## config.mk

```make
export PLATFORM = sky130hd
export DESIGN_NAME = alu_issue_stage_flat
export DESIGN_NICKNAME = d
export VERILOG_FILES = /design/src/rtl/alu_issue_stage_if.sv /design/src/rtl/alu_issue_stage.sv /design/src/flat_wrapper.sv
export SDC_FILE = /design/constraint.sdc
export NUM_CORES = 1
export LEC_CHECK = 0
export CAP_MARGIN = 20
export CORE_MARGIN = 4
export CORE_UTILIZATION = 42
export DETAILED_ROUTE_END_ITERATION = 10
export PLACE_DENSITY = 0.8
export SYNTH_ARGS = -nofsm -noshare
export SYNTH_HDL_FRONTEND = slang
export SYNTH_SLANG_ARGS = --single-unit
```

## constraint.sdc

```tcl
create_clock -name clk -period 2.6 [get_ports clk]
set_clock_uncertainty 0.2 [all_clocks]
set_input_delay 0.52 -clock clk [delete_from_list [all_inputs] [get_ports clk]]
set_output_delay 0.52 -clock clk [all_outputs]
set_load 0.05 [all_outputs]
```

## src/rtl/alu_issue_stage_if.sv

```systemverilog
// Bundle of the decode, ALU and writeback signals seen by alu_issue_stage.
// The slave modport is the stage's view; the master modport is the surrounding logic.
interface alu_issue_stage_if #(
    parameter int WIDTH = 16
);
    // Decode side
    logic             in_valid;
    logic             in_ready;
    logic [2:0]       in_op;
    logic             in_inv;
    logic [WIDTH-1:0] in_a;
    logic [WIDTH-1:0] in_b;

    // ALU side
    logic [2:0]       alu_op;
    logic             alu_inv;
    logic [WIDTH-1:0] alu_a;
    logic [WIDTH-1:0] alu_b;
    logic [WIDTH-1:0] alu_r;
    logic             alu_ovfl;
    logic             alu_zero;

    // Writeback side
    logic             out_valid;
    logic             out_ready;
    logic [WIDTH-1:0] out_r;
    logic             out_ovfl;
    logic             out_zero;
    logic             out_err;

    // Sticky overflow status
    logic             ovfl_sticky;
    logic             ovfl_clr;

    modport slave (
        input  in_valid, in_op, in_inv, in_a, in_b,
        input  alu_r, alu_ovfl, alu_zero,
        input  out_ready, ovfl_clr,
        output in_ready,
        output alu_op, alu_inv, alu_a, alu_b,
        output out_valid, out_r, out_ovfl, out_zero, out_err,
        output ovfl_sticky
    );

    modport master (
        output in_valid, in_op, in_inv, in_a, in_b,
        output alu_r, alu_ovfl, alu_zero,
        output out_ready, ovfl_clr,
        input  in_ready,
        input  alu_op, alu_inv, alu_a, alu_b,
        input  out_valid, out_r, out_ovfl, out_zero, out_err,
        input  ovfl_sticky
    );
endinterface

```

## src/rtl/alu_issue_stage.sv

```systemverilog
// Issue/capture stage around a combinational ALU: holds operands on the ALU
// for SETTLE_CYCLES cycles, registers the result, and hands it to writeback.
// SETTLE_CYCLES legal range is 1..15 (4-bit settle counter).
module alu_issue_stage #(
    parameter int WIDTH         = 16,
    parameter int SETTLE_CYCLES = 2
) (
    input  logic              clk,
    input  logic              rst_n,
    alu_issue_stage_if.slave  io
);

    typedef enum logic [1:0] {
        IDLE = 2'd0,
        EXEC = 2'd1,
        HOLD = 2'd2
    } state_t;

    localparam logic [3:0] CNT_LOAD = 4'(SETTLE_CYCLES - 1);

    state_t           state_reg, state_next;
    logic [3:0]       cnt_reg, cnt_next;
    logic [2:0]       op_reg, op_next;
    logic             inv_reg, inv_next;
    logic [WIDTH-1:0] a_reg, a_next;
    logic [WIDTH-1:0] b_reg, b_next;
    logic             valid_reg, valid_next;
    logic [WIDTH-1:0] r_reg, r_next;
    logic             ovfl_reg, ovfl_next;
    logic             zero_reg, zero_next;
    logic             err_reg, err_next;
    logic             sticky_reg, sticky_next;

    logic             in_ready_c;
    logic             accept;
    logic             op_legal;
    logic [WIDTH-1:0] r_masked;

    // Ops 4..7 have bit 2 set; their ALU result is replaced by zero at capture.
    assign op_legal = ~op_reg[2];

    genvar gi;
    generate
        for (gi = 0; gi < WIDTH; gi++) begin : g_rmask
            assign r_masked[gi] = io.alu_r[gi] & op_legal;
        end
    endgenerate

    // Next-state, handshake and capture logic for the IDLE/EXEC/HOLD machine.
    always_comb begin
        state_next  = state_reg;
        cnt_next    = cnt_reg;
        op_next     = op_reg;
        inv_next    = inv_reg;
        a_next      = a_reg;
        b_next      = b_reg;
        valid_next  = valid_reg;
        r_next      = r_reg;
        ovfl_next   = ovfl_reg;
        zero_next   = zero_reg;
        err_next    = err_reg;
        sticky_next = sticky_reg;
        in_ready_c  = 1'b0;

        // Clear first so that a capture with overflow in the same cycle wins.
        if (io.ovfl_clr) begin
            sticky_next = 1'b0;
        end

        case (state_reg)
            IDLE: begin
                in_ready_c = 1'b1;
            end
            EXEC: begin
                if (cnt_reg != 4'd0) begin
                    cnt_next = cnt_reg - 4'd1;
                end else begin
                    r_next     = r_masked;
                    ovfl_next  = io.alu_ovfl & op_legal;
                    zero_next  = io.alu_zero | ~op_legal;
                    err_next   = ~op_legal;
                    valid_next = 1'b1;
                    state_next = HOLD;
                    if (io.alu_ovfl && op_legal) begin
                        sticky_next = 1'b1;
                    end
                end
            end
            HOLD: begin
                // Consuming the result frees the stage in the same cycle.
                in_ready_c = io.out_ready;
                if (io.out_ready) begin
                    valid_next = 1'b0;
                    state_next = IDLE;
                end
            end
            default: begin
                state_next = IDLE;
            end
        endcase

        accept = io.in_valid & in_ready_c;
        if (accept) begin
            op_next    = io.in_op;
            inv_next   = io.in_inv;
            a_next     = io.in_a;
            b_next     = io.in_b;
            cnt_next   = CNT_LOAD;
            state_next = EXEC;
        end
    end

    // State and datapath registers; reset discards any operation in flight.
    always_ff @(posedge clk or negedge rst_n) begin
        if (!rst_n) begin
            state_reg  <= IDLE;
            cnt_reg    <= 4'd0;
            op_reg     <= 3'd0;
            inv_reg    <= 1'b0;
            a_reg      <= '0;
            b_reg      <= '0;
            valid_reg  <= 1'b0;
            r_reg      <= '0;
            ovfl_reg   <= 1'b0;
            zero_reg   <= 1'b0;
            err_reg    <= 1'b0;
            sticky_reg <= 1'b0;
        end else begin
            state_reg  <= state_next;
            cnt_reg    <= cnt_next;
            op_reg     <= op_next;
            inv_reg    <= inv_next;
            a_reg      <= a_next;
            b_reg      <= b_next;
            valid_reg  <= valid_next;
            r_reg      <= r_next;
            ovfl_reg   <= ovfl_next;
            zero_reg   <= zero_next;
            err_reg    <= err_next;
            sticky_reg <= sticky_next;
        end
    end

    assign io.in_ready    = in_ready_c;
    assign io.alu_op      = op_reg;
    assign io.alu_inv     = inv_reg;
    assign io.alu_a       = a_reg;
    assign io.alu_b       = b_reg;
    assign io.out_valid   = valid_reg;
    assign io.out_r       = r_reg;
    assign io.out_ovfl    = ovfl_reg;
    assign io.out_zero    = zero_reg;
    assign io.out_err     = err_reg;
    assign io.ovfl_sticky = sticky_reg;

endmodule

```

## src/flat_wrapper.sv

```systemverilog
// flat-port wrapper written by rule: the top's interface ports become plain ports
module alu_issue_stage_flat 
#(
    parameter int WIDTH         = 16,
    parameter int SETTLE_CYCLES = 2
)
  (clk, rst_n, io_in_valid, io_in_op, io_in_inv, io_in_a, io_in_b, io_alu_r, io_alu_ovfl, io_alu_zero, io_out_ready, io_ovfl_clr, io_in_ready, io_alu_op, io_alu_inv, io_alu_a, io_alu_b, io_out_valid, io_out_r, io_out_ovfl, io_out_zero, io_out_err, io_ovfl_sticky);
  alu_issue_stage_if #(.WIDTH(WIDTH)) io_i ();
  input  logic clk;
  input  logic rst_n;
  input wire logic [$bits(io_i.in_valid)-1:0] io_in_valid;
  input wire logic [$bits(io_i.in_op)-1:0] io_in_op;
  input wire logic [$bits(io_i.in_inv)-1:0] io_in_inv;
  input wire logic [$bits(io_i.in_a)-1:0] io_in_a;
  input wire logic [$bits(io_i.in_b)-1:0] io_in_b;
  input wire logic [$bits(io_i.alu_r)-1:0] io_alu_r;
  input wire logic [$bits(io_i.alu_ovfl)-1:0] io_alu_ovfl;
  input wire logic [$bits(io_i.alu_zero)-1:0] io_alu_zero;
  input wire logic [$bits(io_i.out_ready)-1:0] io_out_ready;
  input wire logic [$bits(io_i.ovfl_clr)-1:0] io_ovfl_clr;
  output wire logic [$bits(io_i.in_ready)-1:0] io_in_ready;
  output wire logic [$bits(io_i.alu_op)-1:0] io_alu_op;
  output wire logic [$bits(io_i.alu_inv)-1:0] io_alu_inv;
  output wire logic [$bits(io_i.alu_a)-1:0] io_alu_a;
  output wire logic [$bits(io_i.alu_b)-1:0] io_alu_b;
  output wire logic [$bits(io_i.out_valid)-1:0] io_out_valid;
  output wire logic [$bits(io_i.out_r)-1:0] io_out_r;
  output wire logic [$bits(io_i.out_ovfl)-1:0] io_out_ovfl;
  output wire logic [$bits(io_i.out_zero)-1:0] io_out_zero;
  output wire logic [$bits(io_i.out_err)-1:0] io_out_err;
  output wire logic [$bits(io_i.ovfl_sticky)-1:0] io_ovfl_sticky;
  assign io_i.in_valid = io_in_valid;
  assign io_i.in_op = io_in_op;
  assign io_i.in_inv = io_in_inv;
  assign io_i.in_a = io_in_a;
  assign io_i.in_b = io_in_b;
  assign io_i.alu_r = io_alu_r;
  assign io_i.alu_ovfl = io_alu_ovfl;
  assign io_i.alu_zero = io_alu_zero;
  assign io_i.out_ready = io_out_ready;
  assign io_i.ovfl_clr = io_ovfl_clr;
  assign io_in_ready = io_i.in_ready;
  assign io_alu_op = io_i.alu_op;
  assign io_alu_inv = io_i.alu_inv;
  assign io_alu_a = io_i.alu_a;
  assign io_alu_b = io_i.alu_b;
  assign io_out_valid = io_i.out_valid;
  assign io_out_r = io_i.out_r;
  assign io_out_ovfl = io_i.out_ovfl;
  assign io_out_zero = io_i.out_zero;
  assign io_out_err = io_i.out_err;
  assign io_ovfl_sticky = io_i.ovfl_sticky;
  alu_issue_stage #(.WIDTH(WIDTH), .SETTLE_CYCLES(SETTLE_CYCLES)) u_core (.clk(clk), .rst_n(rst_n), .io(io_i));
endmodule
```

; ---- Word level (Yosys, flattened, before mapping)
; Cells that the tools add are included.
[totals]
inputBits = 59
elab_cells = 66
out_inout_bits = 58
ff_bits = 63
[op_classes]
bitwise = 21
muxes = 15
reduce_logical = 10
addsub = 1
n_eq_ne = 7
[op_table]
columns = cell, n
row1 = bitwise AND 1 bit, 18
row2 = 2-to-1 mux 4 bit, 3
row3 = 2-to-1 mux 1 bit, 6
row4 = 2-to-1 mux 2 bit, 3
row5 = "!= test 3 x 2 -> 1 bit, second input constant", 2
row6 = one-hot mux 2 bit (3 select lines), 1
row7 = AND reduction 3 bit, 2
row8 = nonzero test 2 bit, 3
row9 = "!= test 2 bit, second input constant", 2
row10 = one-hot mux 1 bit (2 select lines), 2
row11 = AND reduction 2 bit, 2
row12 = nonzero test 4 bit, 1
row13 = "subtractor 4 x 1 -> 4 bit, second input constant", 1
row14 = "== test 2 x 1 -> 1 bit, second input constant", 1
row15 = "== test 2 bit, second input constant", 1
row16 = logical NOT 2 bit, 1
row17 = "!= test 2 x 1 -> 1 bit, second input constant", 1
row18 = inverter 1 bit, 2
row19 = logical AND 1 bit, 1
row20 = OR 1 bit, 1

; ---- Depth between registers and ports, before layout
; Gate-level depths: netlist (run 1).
[depth]
word_depth = 5
depth_mapped = 7
depth_no_buf = 5

; ---- Worst setup path before layout (run 1)
; OpenSTA, ideal clock, no wires.
[synth_path]
kind = input to output
startpoint = in io_out_ready
endpoint = out io_in_ready
required_time_ps = 1880
path_slack_ps = 545
path_buffers = 0
t_arrival_ps = 1335
cell_stages = 2
cell_sequence = inv_1 > a21oi_1
[synth_between]
elab_chain_len = 1
[synth_lines]
columns = element, line
row1 = from (decl), flat_wrapper.sv:19  ; input wire logic [$bits(io_i.out_ready)-1:0] io_out_ready;
row2 = one-hot mux 1 bit (2 select lines), alu_issue_stage.sv:70  ; case (state_reg)
row3 = to (decl), flat_wrapper.sv:21  ; output wire logic [$bits(io_i.in_ready)-1:0] io_in_ready;
; No other way between the ends.

; ---- Worst setup path after layout (run 1)
[layout_path]
startpoint = reg u_core.a_reg[15] (netlist: u_core.io.alu_a[15])
endpoint = out io_alu_a[15]
[layout_rtl]
columns = element, line
row1 = from (decl), alu_issue_stage.sv:25  ; logic [WIDTH-1:0] a_reg, a_next;
row2 = from (signal assigned), alu_issue_stage.sv:133  ; a_reg <= a_next;
row3 = to (decl), flat_wrapper.sv:24  ; output wire logic [$bits(io_i.alu_a)-1:0] io_alu_a;
; No word-level cell between the ends.

==> flow_summary.toml, run 1 <==
[critical_path]
worstPathArrival_ns = 1.50
critPathMaxFanout = 2
end_kind = "primary output"
crit_slowest_cell = "clkdlybuf4s50_1"
crit_path_max_incr_delay_ns = 0.82
critPathKind = "reg2out"
cp_num_buf_inv = 1
cp.required_ns = 1.88
critPathTopFamily = "buffers and inverters"
startpoint_type = "flip-flop"
cp_cell_sequence = "clkdlybuf4s50_1"

[placed_design]
port_buffers = 116
dp_hpwl_um = 4370
placed_cell_area_mm2 = 0.00394
place_congestion = 0.714

[clocking]
cts_made_buffers = 9
clockBufferDepth = 2
ctsResizeCount = 0
htree_levels = 3
cts_sinks = 63
cts_tree = "done"
clock_latency_ns = 0.32
root_buffer = "clkbuf_8"
clkTransAtPathRegs_ns = 0.07

[power]
power.density_mw_per_mm2 = 1520
p_leak_uw = 0.00186
power.share.sequential_pct = 26.9
p_int_uw = 3510
p_comb_share_pct = 58.6
total_power_uw = 6330
p_sw_uw = 2820
ir_drop_uv = 870
switching_share_pct = 44.5
power_frac_clock_pct = 14.5

[floorplanning]
die_area_mm2 = 0.00774
rows = 28
io_pins = 117
die_y_um = 88.0
start_util_pct = 44.3
die_w_um = 88.0
core-area_mm2 = 0.00606

[drt]
vias = 1811
route.detailed.drc = 0
routed_wl_um = 5820
wire_per_inst_um = 15.1
postRouteAntennaNets = 0
viasPerCell = 4.70
drtPass1Iterations = 4
drtIter0Drc = 34

[final_layout]
n_fill_cell = 445
stdcell_area_mm2 = 0.00418
areaGrowthSynthToFinish_pct = 55.4
antenna_cells = 0
drive_gt1_share_pct = 23.5
fin_nets = 366
final_util_pct = 68.9

[synthesis]
synth_ff_type = "dfrtp_1"
yosysWarnings = 0
syn-num-nets = 242
synth_edf_count = 0
syn-instance-count = 181
postSynth.asyncResetShare_pct = 100
synth_area_leaders = "dfrtp_1, mux2_2, mux2_4, nor2b_1, mux2_1"
syn-cell-area_mm2 = 0.00269
yosysUniqueCellTypes = 28
yosysSeqAreaShare_pct = 58.7
yosysTopAreaCell = "dfrtp_1"
post-synth-top-area-fraction_pct = 58.7
ys_ff_latch = 63
synth_area_per_cell_um2 = 14.8

[sta]
finalCriticalPeriod_ns = 2.22
setup_viol = 0
holdWs_ns = 0.296
slew_headroom_pct = 64.5
max_freq_ghz = 0.450
finalCritPeriodShare_pct = 85.5
rsz0062_at_grt = "no"
hold_viol_final = 0
drv_slew = 0
tns_ns = 0
worst_pin_slew_ns = 0.531

[global_routing]
grt_pass1_wl_um = 9190
antenna_found_initial = 0
grt_max_degree = 50
overflow = 0
grt_pass1_vias = 1960
track_usage_pct = 15.5

[job]
cap_violations = 0

[min_path]
worstHoldPathType = "reg2reg"

[outcome]
status = "completed"
cells in the final DEF, fill, tap and decap left out, drive strengths merged, types with 3 or more instances in the layout:
cell type      count
a21oi              3
clkdlybuf4s50    113
nor2b             17
mux2              56
nor2               3
buf                8
dfrtp             63
o21ai              3
inv                9
clkbuf            14
final timing paths:
kind | startpoint | end | slack (ns) | depth (start not counted)
worst min-delay path | u_core.io.alu_b[6] | u_core.io.alu_b[6] | 0.30 | 1
worst max register to register | u_core.cnt_reg[0] | u_core.io.out_r[7] | 0.40 | 6
worst max-delay path | u_core.io.alu_a[15] | io_alu_a[15] | 0.38 | 1
min in group asynchronous | rst_n | u_core.io.out_r[12] | 0.44 | 2
worst min register to register | u_core.io.alu_b[6] | u_core.io.alu_b[6] | 0.30 | 1
max in group asynchronous | rst_n | u_core.cnt_reg[0] | 1.17 | 3
cell usage after synthesis, types with 2 or more instances:
library cell,number
dfrtp_1,63
mux2_2,31
nor2b_1,17
mux2_4,16
inv_1,9
mux2_1,9
a21oi_1,3
buf_4,3
nor2_1,3
o21ai_0,3
a21boi_0,2
clkbuf_1,2
ha_1,2
mux2i_1,2
nand2_1,2
or2b_1,2
per-stage QoR:
stage / instances / setup WS, ns
after CTS: 385 / 0.360
after global placement: 368 / 0.294
final: 385 / 0.377
after floorplan: 181 / 0.545
after global routing: 385 / 0.318
after detailed placement: 368 / 0.254
kinds of logic (layout without fill, tap and decap cells):
family                     Yosys count  count (layout)  synth area share, %
AOI/OAI and AO/OA                   10              10                 2.61
buffers and inverters               18             147                 4.28
DFF                                 63              63                 58.7
and+or+nand+nor                     30              30                 7.03
muxes                               58              58                 26.5
adders and majority gates            2               2                0.931
power by group through the flow:
stage | logic [uW] | clock network (uW) | registers, uW
after floorplan | 1040 | 0 | 3200
after global placement | 3700 | 0 | 1700
after detailed placement | 3740 | 0 | 1720
after CTS | 3750 | 947 | 1710
after global routing | 3900 | 991 | 1760
final | 3710 | 915 | 1700
routing by layer:
metal	part of all wire, %	routed length [um]	vias to the layer above	global-route usage, %
met2	47	2710	76	24.0
met3	11	633	6	6.40
met4	1.0	58	0	6.28
met5	0	0	-	0
li1	-	-	863	-
met1	42	2410	866	19.4
final cells by class:
cell class                      instances  area (um2)  area share (%)
Multi-Input combinational cell        100         995            23.8
Clock buffer                           14         193            4.61
Inverter                                9        33.8           0.809
Timing Repair Buffer                  122        1250            29.9
Clock inverter                          2        35.0           0.839
Tap cell                               75        93.8            2.25
Sequential cell                        63        1580            37.8
repair_timing:
action	CTS	global route
endpoints found under the hold margin	14	0
endpoints found under the setup margin	0	0
hold buffers	1	0
setup buffers	0	0
No activity file was read; power rests on OpenSTA's default activity.
==> inputs of run 2 (changes only) <==
--- a/config.mk
+++ b/config.mk
@@ -6,6 +6,7 @@
 export NUM_CORES = 1
 export LEC_CHECK = 0
 export CAP_MARGIN = 20
+export CORE_ASPECT_RATIO = 0.7
 export CORE_MARGIN = 4
 export CORE_UTILIZATION = 42
 export DETAILED_ROUTE_END_ITERATION = 10
==> flow_summary.toml, run 2 (synthesized netlist as in run 1, its figures left out) <==
[sta]
hold_viol_final = 0
rsz0062_at_grt = "no"
tns_ns = 0
setup_viol = 0
worst_pin_slew_ns = 0.625
max_freq_ghz = 0.445
slew_headroom_pct = 58.3
finalCriticalPeriod_ns = 2.24
drv_slew = 0
finalCritPeriodShare_pct = 86.3

[critical_path]
critPathKind = "in2out"
rrSetupSlack_ns = 0.56
critPathMaxFanout = 3
worstPathArrival_ns = 1.52
r2r_cells = 6
cp_cell_sequence = "clkdlybuf4s50_1 > inv_1 > a21oi_1 > buf_12"
critPathTopFamily = "buffers and inverters"
cp.required_ns = 1.88
cp.depth = 4
cp_num_buf_inv = 3
end_kind = "primary output"
startpoint_type = "input pin"
crit_path_max_incr_delay_ns = 0.49
crit_slowest_cell = "clkdlybuf4s50_1"

[clocking]
post-cts-setup-buffers = 0
ctsResizeCount = 0
cts_made_buffers = 9
htree_levels = 3
cts_sinks = 63
root_buffer = "clkbuf_8"
ctsHoldBuffers = 0
clockBufferDepth = 2
clock_latency_ns = 0.33
cts_tree = "done"
clkTransAtPathRegs_ns = 0.06

[power]
p_int_uw = 3430
power_frac_clock_pct = 13.9
p_sw_uw = 2850
switching_share_pct = 45.3
p_leak_uw = 0.00184
ir_drop_uv = 804
power.share.sequential_pct = 27.3
p_comb_share_pct = 58.8
power.density_mw_per_mm2 = 1520

[drt]
drtIter0Drc = 19
postRouteAntennaNets = 0
route.detailed.drc = 0
routed_wl_um = 6010
drtPass1Iterations = 3
wire_per_inst_um = 15.6
vias = 1814
viasPerCell = 4.70

[final_layout]
fin_nets = 364
final_util_pct = 66.4
drive_gt1_share_pct = 23.1
antenna_cells = 0
multiInputGateArea_um2 = 995
areaGrowthSynthToFinish_pct = 53.7
mostFrequentLayoutCell = "clkdlybuf4s50_1"
seq_area_mm2 = 0.00158
stdcell_area_mm2 = 0.00413
layout_common_cells = "clkdlybuf4s50_1, dfrtp_1, mux2_2"
n_fill_cell = 462

[placed_design]
placed_cell_area_mm2 = 0.00392
dp_hpwl_um = 4390
place_congestion = 0.796
port_buffers = 116

[global_routing]
antenna_found_initial = 0
overflow = 0
grt_max_degree = 38
track_usage_pct = 16.6
grt_pass1_vias = 1994
grt_pass1_wl_um = 9870

[floorplanning]
io_pins = 117
die_y_um = 74.9
die_area_mm2 = 0.00776
rows = 24
core-area_mm2 = 0.00622
die_w_um = 104
start_util_pct = 43.2

[min_path]
worstHoldPathType = "in2async"

[job]
cap_violations = 0

[outcome]
status = "completed"
[run 2: changes by cell type in the layout (fill, tap and decap cells not counted), sizes merged]
cell	change
buf	-1
clkinv	+1
dlygate4sd3	-1
clkbuf	-1
[run 2: path summary, 6_finish.rpt]
kind / to / startpoint
worst min-delay path: u_core.state_reg[1] / rst_n
min in group clk: u_core.io.alu_a[9] / u_core.io.alu_a[9]
worst max-delay path: io_in_ready / io_out_ready
worst min register to register: u_core.io.alu_a[9] / u_core.io.alu_a[9]
worst max register to register: u_core.io.out_r[9] / u_core.cnt_reg[0]
max in group asynchronous: u_core.io.alu_a[8] / rst_n
[run 2: layout make-up]
| type | count | share of cell area, % |
|---|---|---|
| Inverter | 9 | 0.818 |
| Tap cell | 78 | 2.36 |
| Multi-Input combinational cell | 100 | 24.1 |
| Timing Repair Buffer | 120 | 29.5 |
| Clock buffer | 13 | 4.09 |
| Clock inverter | 3 | 0.969 |
| Sequential cell | 63 | 38.2 |
[run 2: through the flow]
stage / hold WS, ns / setup slack, ns / power, uW / instances
2_1_floorplan: 0.0244 / 0.545 / 4250 / 181
3_3_place_gp: 0.275 / 0.297 / 5390 / 370
3_5_place_dp: 0.284 / 0.232 / 5450 / 370
4_1_cts: 0.00311 / 0.336 / 6360 / 386
5_1_grt: 0.0279 / 0.286 / 6600 / 386
6_report: 0.00181 / 0.355 / 6280 / 386
[run 2: power groups by stage]
stage          clock network (uW)  registers, uW  logic, uW
6_report                      870           1720       3690
3_5_place_dp                    0           1730       3720
5_1_grt                       940           1780       3880
2_1_floorplan                   0           3200       1040
3_3_place_gp                    0           1700       3690
4_1_cts                       901           1720       3730
[run 2: worst reg2reg max path: stages (launching register included)]
cell      delay [ns]
dfrtp_1         0.41
inv_1           0.09
ha_1            0.22
nand2b_4        0.07
or3_1           0.33
buf_4           0.26
mux2_4          0.34
[run 2: layer usage]
layer / GRT usage [%] / wire (um) / up-vias / part of all wire, %
met1: 19.6 / 2620 / 863 / 44
met5: 0 / 0 / - / 0
met2: 24.3 / 2640 / 80 / 44
li1: - / - / 864 / -
met3: 10.0 / 670 / 7 / 11
met4: 8.26 / 82 / 0 / 1.4
